==> src/rtl/cpu_pkg.sv <==
// Shared types and defaults for the CPU pipeline stages.
package cpu_pkg;

  typedef enum logic [1:0] {
    MEM_NONE = 2'b00,
    MEM_LDR  = 2'b01,
    MEM_STR  = 2'b10
  } mem_op_t;

  typedef enum logic {
    MU_IDLE = 1'b0,
    MU_WAIT = 1'b1
  } mu_state_t;

  localparam int MU_TIMEOUT_CYC = 16;

endpackage

==> src/rtl/mem_timeout_ctr.sv <==
// Wait-cycle counter for the memory unit; hit flags the last permitted WAIT cycle.
module mem_timeout_ctr #(
  parameter int TIMEOUT_CYC = cpu_pkg::MU_TIMEOUT_CYC
) (
  input  logic clk,
  input  logic rst,
  input  logic clr,
  input  logic en,
  output logic hit
);

  localparam logic [7:0] TERM = 8'(TIMEOUT_CYC - 1);

  logic [7:0] cnt_q, cnt_d;

  always_comb begin
    cnt_d = cnt_q;
    if (clr)     cnt_d = 8'd0;
    else if (en) cnt_d = cnt_q + 8'd1;
  end

  always_ff @(posedge clk) begin
    if (rst) cnt_q <= 8'd0;
    else     cnt_q <= cnt_d;
  end

  assign hit = (cnt_q == TERM);

endmodule

==> src/rtl/memory_unit.sv <==
// Memory pipeline stage: issues LDR/STR over a ready handshake, returns load data
// to the regfile load port and stalls upstream while an access is outstanding.
//
// state   | meaning
// MU_IDLE | accepting ops; NONE passes through, LDR/STR launch a request
// MU_WAIT | request outstanding; bus outputs frozen, upstream stalled
module memory_unit
  import cpu_pkg::*;
#(
  parameter int ADDR_W      = 11,
  parameter int TIMEOUT_CYC = MU_TIMEOUT_CYC
) (
  input  logic              clk,
  input  logic              rst,
  input  logic              in_valid,
  input  logic [1:0]        in_op,
  input  logic [31:0]       in_addr,
  input  logic [31:0]       in_str_data,
  input  logic [3:0]        in_rd,
  input  logic [3:0]        in_rn,
  output logic              stall,
  output logic              mem_req,
  output logic              mem_we,
  output logic [ADDR_W-1:0] mem_addr,
  output logic [31:0]       mem_wdata,
  input  logic [31:0]       mem_rdata,
  input  logic              mem_rdy,
  output logic              w_en_ldr,
  output logic [3:0]        w_addr_ldr,
  output logic [31:0]       w_data_ldr,
  output logic [3:0]        rd_memory_unit,
  output logic [3:0]        rn_memory_unit,
  output logic              mem_err
);

  mu_state_t         state_q, state_d;
  logic              req_q, req_d;
  logic              we_q, we_d;
  logic [ADDR_W-1:0] addr_q, addr_d;
  logic [31:0]       wdata_q, wdata_d;
  logic              wen_q, wen_d;
  logic [3:0]        waddr_q, waddr_d;
  logic [31:0]       wdat_q, wdat_d;
  logic [3:0]        rd_q, rd_d;
  logic [3:0]        rn_q, rn_d;
  logic              err_q, err_d;
  logic              cnt_clr, cnt_en, cnt_hit;
  logic              op_ldr, op_str;

  assign op_ldr = (in_op == MEM_LDR);
  assign op_str = (in_op == MEM_STR);

  mem_timeout_ctr #(.TIMEOUT_CYC(TIMEOUT_CYC)) u_timeout (
    .clk (clk),
    .rst (rst),
    .clr (cnt_clr),
    .en  (cnt_en),
    .hit (cnt_hit)
  );

  always_comb begin
    state_d = state_q;
    req_d   = req_q;
    we_d    = we_q;
    addr_d  = addr_q;
    wdata_d = wdata_q;
    wen_d   = 1'b0;
    waddr_d = waddr_q;
    wdat_d  = wdat_q;
    rd_d    = rd_q;
    rn_d    = rn_q;
    err_d   = err_q;
    cnt_clr = 1'b0;
    cnt_en  = 1'b0;
    case (state_q)
      MU_IDLE: begin
        if (in_valid) begin
          rd_d = in_rd;
          rn_d = in_rn;
          if (op_ldr || op_str) begin
            addr_d  = in_addr[ADDR_W-1:0];
            if (op_str) wdata_d = in_str_data;
            waddr_d = in_rd;
            we_d    = op_str;
            req_d   = 1'b1;
            cnt_clr = 1'b1;
            state_d = MU_WAIT;
          end
        end
      end
      MU_WAIT: begin
        // Completion takes priority over a timeout on the same edge.
        if (mem_rdy) begin
          req_d   = 1'b0;
          state_d = MU_IDLE;
          if (!we_q) begin
            wdat_d = mem_rdata;
            wen_d  = 1'b1;
          end
        end else if (cnt_hit) begin
          req_d   = 1'b0;
          err_d   = 1'b1;
          state_d = MU_IDLE;
        end else begin
          cnt_en = 1'b1;
        end
      end
      default: state_d = MU_IDLE;
    endcase
  end

  always_ff @(posedge clk) begin
    if (rst) begin
      state_q <= MU_IDLE;
      req_q   <= 1'b0;
      we_q    <= 1'b0;
      addr_q  <= '0;
      wdata_q <= '0;
      wen_q   <= 1'b0;
      waddr_q <= '0;
      wdat_q  <= '0;
      rd_q    <= '0;
      rn_q    <= '0;
      err_q   <= 1'b0;
    end else begin
      state_q <= state_d;
      req_q   <= req_d;
      we_q    <= we_d;
      addr_q  <= addr_d;
      wdata_q <= wdata_d;
      wen_q   <= wen_d;
      waddr_q <= waddr_d;
      wdat_q  <= wdat_d;
      rd_q    <= rd_d;
      rn_q    <= rn_d;
      err_q   <= err_d;
    end
  end

  assign stall          = (state_q == MU_WAIT);
  assign mem_req        = req_q;
  assign mem_we         = we_q;
  assign mem_addr       = addr_q;
  assign mem_wdata      = wdata_q;
  assign w_en_ldr       = wen_q;
  assign w_addr_ldr     = waddr_q;
  assign w_data_ldr     = wdat_q;
  assign rd_memory_unit = rd_q;
  assign rn_memory_unit = rn_q;
  assign mem_err        = err_q;

endmodule

==> config.mk <==
export PLATFORM = sky130hd
export DESIGN_NAME = memory_unit
export DESIGN_NICKNAME = d
export VERILOG_FILES = /design/src/rtl/cpu_pkg.sv /design/src/rtl/mem_timeout_ctr.sv /design/src/rtl/memory_unit.sv
export SDC_FILE = /design/constraint.sdc
export NUM_CORES = 1
export LEC_CHECK = 0
export ABC_AREA = 1
export BUFFER_PORTS_ARGS = -buffer_cell sky130_fd_sc_hd__buf_2
export CAP_MARGIN = 40
export CORE_ASPECT_RATIO = 0.7
export CORE_MARGIN = 2
export CORE_UTILIZATION = 32
export CTS_BUF_LIST = sky130_fd_sc_hd__clkbuf_8 sky130_fd_sc_hd__clkbuf_16
export DETAILED_ROUTE_END_ITERATION = 10
export GPL_TIMING_DRIVEN = 0
export HOLD_SLACK_MARGIN = 0.08
export PLACE_DENSITY = 0.7
export SYNTH_ARGS = -nofsm -noshare
export SYNTH_HDL_FRONTEND = slang
export SYNTH_SLANG_ARGS = --single-unit
==> constraint.sdc <==
create_clock -name clk -period 4.05 [get_ports clk]
set_clock_uncertainty 0.1 [all_clocks]
set_input_delay 0.405 -clock clk [delete_from_list [all_inputs] [get_ports clk]]
set_output_delay 0.405 -clock clk [all_outputs]
set_load 0.03 [all_outputs]
After elaboration in Yosys (flattened, before gate mapping)

Cells that the tools add are included.

Flip-flop bits (word level): 100
Output and inout bits: 92
Logic and storage cells: 44

Add/subtract/negate cells: 1
Equal/unequal tests: 6
Mux-type cells: 13
Bitwise gates (word level): 3
Reductions and logical operators: 9

Operators by type and width:

| operator                                                        | count |
|---|---|
| 3-bit AND reduction                                             | 4 |
| 1-bit two-way mux                                               | 11 |
| 8-bit by 1-bit adder with 8-bit output, second input constant   | 1 |
| 8-bit by 4-bit == test with 1-bit output, second input constant | 1 |
| 2-bit != test, second input constant                            | 2 |
| 1-bit case mux with 2 select lines                              | 2 |
| 4-bit AND reduction                                             | 1 |
| 3-bit by 2-bit != test with 1-bit output, second input constant | 1 |
| 1-bit inverter                                                  | 3 |
| 3-bit OR reduction                                              | 1 |
| 2-bit by 1-bit == test with 1-bit output, second input constant | 1 |
| 2-bit == test, second input constant                            | 1 |
| 2-bit AND reduction                                             | 1 |
| 2-bit OR reduction                                              | 1 |
| 1-bit logical OR                                                | 1 |

Logic depth before layout (Yosys ltp)

Depth in word-level cells: 6
Mapped depth: 7
Depth with buffers taken out: 7

By module

From an unflattened synthesis, not the netlist that was laid out.

Cells, all modules: 575
Area total of the unflattened synthesis: 4068.9 um^2

Modules (own cells, without submodules):

| module          | times used | cells an instance | area an instance (um^2) |
|---|---|---|---|
| memory_unit     | 1          | 520               | 3692.3 |
| mem_timeout_ctr | 1          | 55                | 376.6 |

Worst setup path before layout

No wires, ideal clock.

Kind: input -> register
Start: input in_op[0]
End: register addr_q[1], in the netlist mem_addr[1]
Arrival: 1.300 ns
Required time: 3.834 ns
Setup slack: 2.534 ns
Stages on the path: 7
Buffers on the path: 1
Path through: inv_1 > ha_1 > nor2_4 > inv_2 > buf_2 > nor2_1 > nor2_1

Cells in the longest elaborated chain, start to end: 3
Elaborated cells between the ends (all ways): 4

RTL lines:

| what                                                                             | line                                 | text |
|---|---|---|
| start: declaration                                                               | memory_unit.sv:16                    | `input logic [1:0] in_op,` |
| 2-bit by 1-bit == test with 1-bit output / 2-bit == test (equally long branches) | memory_unit.sv:50, memory_unit.sv:51 |  |
| 1-bit logical OR (*)                                                             | memory_unit.sv:80                    | `if (op_ldr \|\| op_str) begin` |
| 3-bit AND reduction (no source line) (*)                                         | --                                   |  |
| end signal: assignment                                                           | memory_unit.sv:129                   | `addr_q <= addr_d;` |
| end: declaration                                                                 | memory_unit.sv:39                    | `logic [ADDR_W-1:0] addr_q, addr_d;` |

Every way passes the cells marked *; elsewhere a longest branch is shown, timed or not.
A chain may end at the register's enable or synchronous reset.

Final worst setup path

Start: register state_q, in the netlist stall
End: register wdat_q[28], in the netlist w_data_ldr[28]

Cells in the longest elaborated chain, start to end: 1

RTL lines:

| what                                 | line               | text |
|---|---|---|
| start: declaration                   | memory_unit.sv:36  | `mu_state_t state_q, state_d;` |
| start signal: assignment             | memory_unit.sv:126 | `state_q <= state_d;` |
| 3-bit AND reduction (no source line) | --                 |  |
| end signal: assignment               | memory_unit.sv:133 | `wdat_q <= wdat_d;` |
| end: declaration                     | memory_unit.sv:43  | `logic [31:0] wdat_q, wdat_d;` |

Every way passes these cells.

==> impl_metrics.csv <==
group,metric,value,unit
global_routing,grt_pass1_vias,3721,
clocking,cts_setup_buffers,0,
logic_synthesis,syn-cell-area,3690,um^2
timing,final_setup_violation_count,0,
detailed_routing,vias,3832,
global_routing,gr-usage-all-layers,18.0,%
clocking,insertion_delay,0.34,ns
final_layout,area_occupied_by_multi_input_gates,1520,um^2
final_layout,final.fill_count,1152,
final_layout,sequential_cell_area,2000,um^2
worst_setup_path,crit_path_cell_trace,"nand2_1 > nor2_2 > inv_2 > clkbuf_1 > nor2_1 > nor2_1",
clocking,clk_transition_reported_paths,0.07,ns
floorplanning,floorplan.core_area,11100,um^2
floorplanning,area_of_the_die,12400,um^2
logic_synthesis,largest_area_contributor_in_the_netlist,"dfxtp_1",
logic_synthesis,ys_seq_area_share,54.2,%
place,place.detailed.hpwl,8400,um
final_layout,final_net_count,779,
timing,final_layout_setup_total_negative_slack,0,ns
timing,final_hold_viol_count,0,
timing,max-slew-margin-rel,63.3,%
logic_synthesis,synth_cells,475,
logic_synthesis,yosys_most_used_dff,"dfxtp_1",
clocking,cts.path.max_buffers,2,
detailed_routing,post-route-drc-count,0,
timing,tightest_pin_transition,0.551,ns
logic_synthesis,synth_fp_nets,588,
worst_setup_path,crit_type,"flip-flop to flip-flop",
floorplanning,placementRows,32,
worst_setup_path,worst_ep_arrival_time,1.79,ns
final_layout,final_layout_size_suffix_gt1_share,33.1,%
worst_setup_path,cpPeakStageDelay,0.44,ns
detailed_routing,drt.antenna.violating_nets,0,
logic_synthesis,yosysWarningCount,0,
global_routing,initial_antenna_violation_count,0,
logic_synthesis,synth_seq_cells,100,
clocking,htreeDepth,3,
worst_setup_path,crit_slowest_cell,"dfxtp_1",
hold_path,hp-class,"input port to flip-flop",
clocking,postCtsResizedCells,0,
power,powerDensity,444,nW/um^2
flow_run,maxCapViolCount,0,
global_routing,grt_max_degree,19,
detailed_routing,detailedRoute.firstIterationViolations,246,
worst_setup_path,timing.critical_path.to_type,"flip-flop",
global_routing,overflow,0,
power,report.power.total,2.26,mW
logic_synthesis,synth_top_cell_area_share,54.2,%
timing,rsz0062_at_grt,"false",
final_layout,area.growth.synth_to_final,37.9,%
power,power.leakage,2.45,nW
status,run_status,"finished clean",
worst_setup_path,worst-endpoint-required,4.19,ns
worst_setup_path,startpoint_type,"flip-flop",
clocking,clock_tree.root_cell,"clkbuf_16",
timing,final_period_utilization,40.9,%
final_layout,mostFrequentLayoutCells,"buf_2 (191), nor2_1 (113), dfxtp_1 (100)",
logic_synthesis,synth_area_per_cell,7.78,um^2
clocking,cts_made_buffers,9,
worst_setup_path,critical-path-top-cell-by-count,"nor2_1",
logic_synthesis,netlist-cell-type-count,22,
detailed_routing,drt_pre_antenna_iters,4,
final_layout,final_common_cell,"buf_2",
floorplanning,top_level_ports,202,
logic_synthesis,async_flop_share,0,%
power,vdd_drop_max,0.222,mV
clocking,cts_tree,"built",
logic_synthesis,synth.area.top_cells,"dfxtp_1 (54%), nor2_1 (11%), nand2_1 (7.3%)",
clocking,cts.sinks,100,
floorplanning,die_height,93.9,um
clocking,hold_buffers,0,
worst_setup_path,timing.critical_path.fanout_max,10,
place,io_buffer_count,180,
global_routing,grt_first_pass_wirelength,17900,um
worst_setup_path,rrSetupSlack,2.40,ns
timing,report.final.slew_viol_count,0,
floorplanning,die_width,132,um
logic_synthesis,synth_edf_count,0,
floorplanning,initial_utilization,33.2,%
detailed_routing,average_routed_wire_per_standard_cell,13.5,um
detailed_routing,totalWireLength,11100,um
timing,post-route-min-period,1.65,ns
detailed_routing,drt-vias-per-instance,4.65,
timing,maxClockFrequency,0.604,GHz
place,routabilityCongestion,0.850,
final_layout,diode_insertion_count_for_antenna_repair,0,
[critical path, delay by kind of cell (launching register included)]
kind          cells  cell delay, ns
simple gates      4            0.63
buf+inv           2            0.36
flops             1            0.44
[worst paths after layout]
check	from	end	cells after the start
setup / recovery	stall$_SDFF_PP0_	w_data_ldr[28]$_SDFFE_PP0P_	6
hold / removal	mem_rdata[3]	w_data_ldr[3]$_SDFFE_PP0P_	3
setup reg to reg	stall$_SDFF_PP0_	w_data_ldr[28]$_SDFFE_PP0P_	6
hold reg to reg	mem_wdata[13]$_SDFFE_PP0P_	mem_wdata[13]$_SDFFE_PP0P_	2
[through the flow]
| stage | worst slack [ns] | util [%] | area [um^2] | hold WS, ns | std cells |
|---|---|---|---|---|---|
| floorplan | 2.53 | - | 3690 | 0.371 | 475 |
| finish | 2.40 | 45.8 | 5100 | 0.183 | 824 |
| global route | 2.27 | 45.8 | 5100 | 0.177 | 824 |
| CTS | 2.39 | 45.8 | 5100 | 0.171 | 824 |
| detailed placement | 2.20 | 43.0 | 4790 | 0.350 | 808 |
| global placement | 2.23 | 43.0 | 4790 | 0.345 | 808 |
[routing by layer]
layer | GRT usage [%] | up-vias | part of all wire [%]
li1 | - | 1924 | -
met1 | 23.0 | 1744 | 46
met2 | 28.7 | 135 | 45
met3 | 4.85 | 29 | 6.5
met4 | 7.97 | 0 | 2.9
met5 | 0 | - | 0
[where the power goes]
group / leakage (nW) / internal [mW] / switching, mW
clock network: 0.148 / 0.489 / 0.398
registers: 0.815 / 1.03 / 0.0233
logic: 1.49 / 0.102 / 0.222
total: 2.45 / 1.62 / 0.643
[cell type report]
class | instances | share of cell area (%)
flip-flops and latches | 100 | 39.3
inverters | 12 | 0.884
multi-input cells | 335 | 29.8
clock inverters | 7 | 1.64
clock buffers | 9 | 4.42
well taps | 153 | 3.76
repair buffers | 180 | 17.7
plain buffers | 28 | 2.55
[cells in the mapped netlist, types with 2 or more instances]
cell type	instances
a21oi_1	47
buf_2	11
buf_4	3
clkbuf_1	13
dfxtp_1	100
ha_1	3
inv_1	8
inv_2	4
nand2_1	72
nand3_1	35
nor2_1	113
nor2_2	2
nor2_4	2
o21ai_0	47
o21ai_1	7
xor2_1	2
[state kept, by name, indices dropped and copies added (netlist names)]
register and cells:
mem_wdata 32, mem_req 1, mem_we 1, w_data_ldr 32
stall 1, rn_memory_unit 4, rd_memory_unit 4, mem_err 1
w_addr_ldr 4, w_en_ldr 1, u_timeout.cnt_q 8, mem_addr 11
[cells by family after synthesis]
logic type      after synthesis  synth area share (%)
flops                       100                  54.2
buf+inv                      40                  4.74
xor+xnor                      3                 0.711
fa+ha+maj                     3                  1.02
simple gates                227                  25.2
compound gates              102                  14.1
No activity file was read; power rests on OpenSTA's default activity.
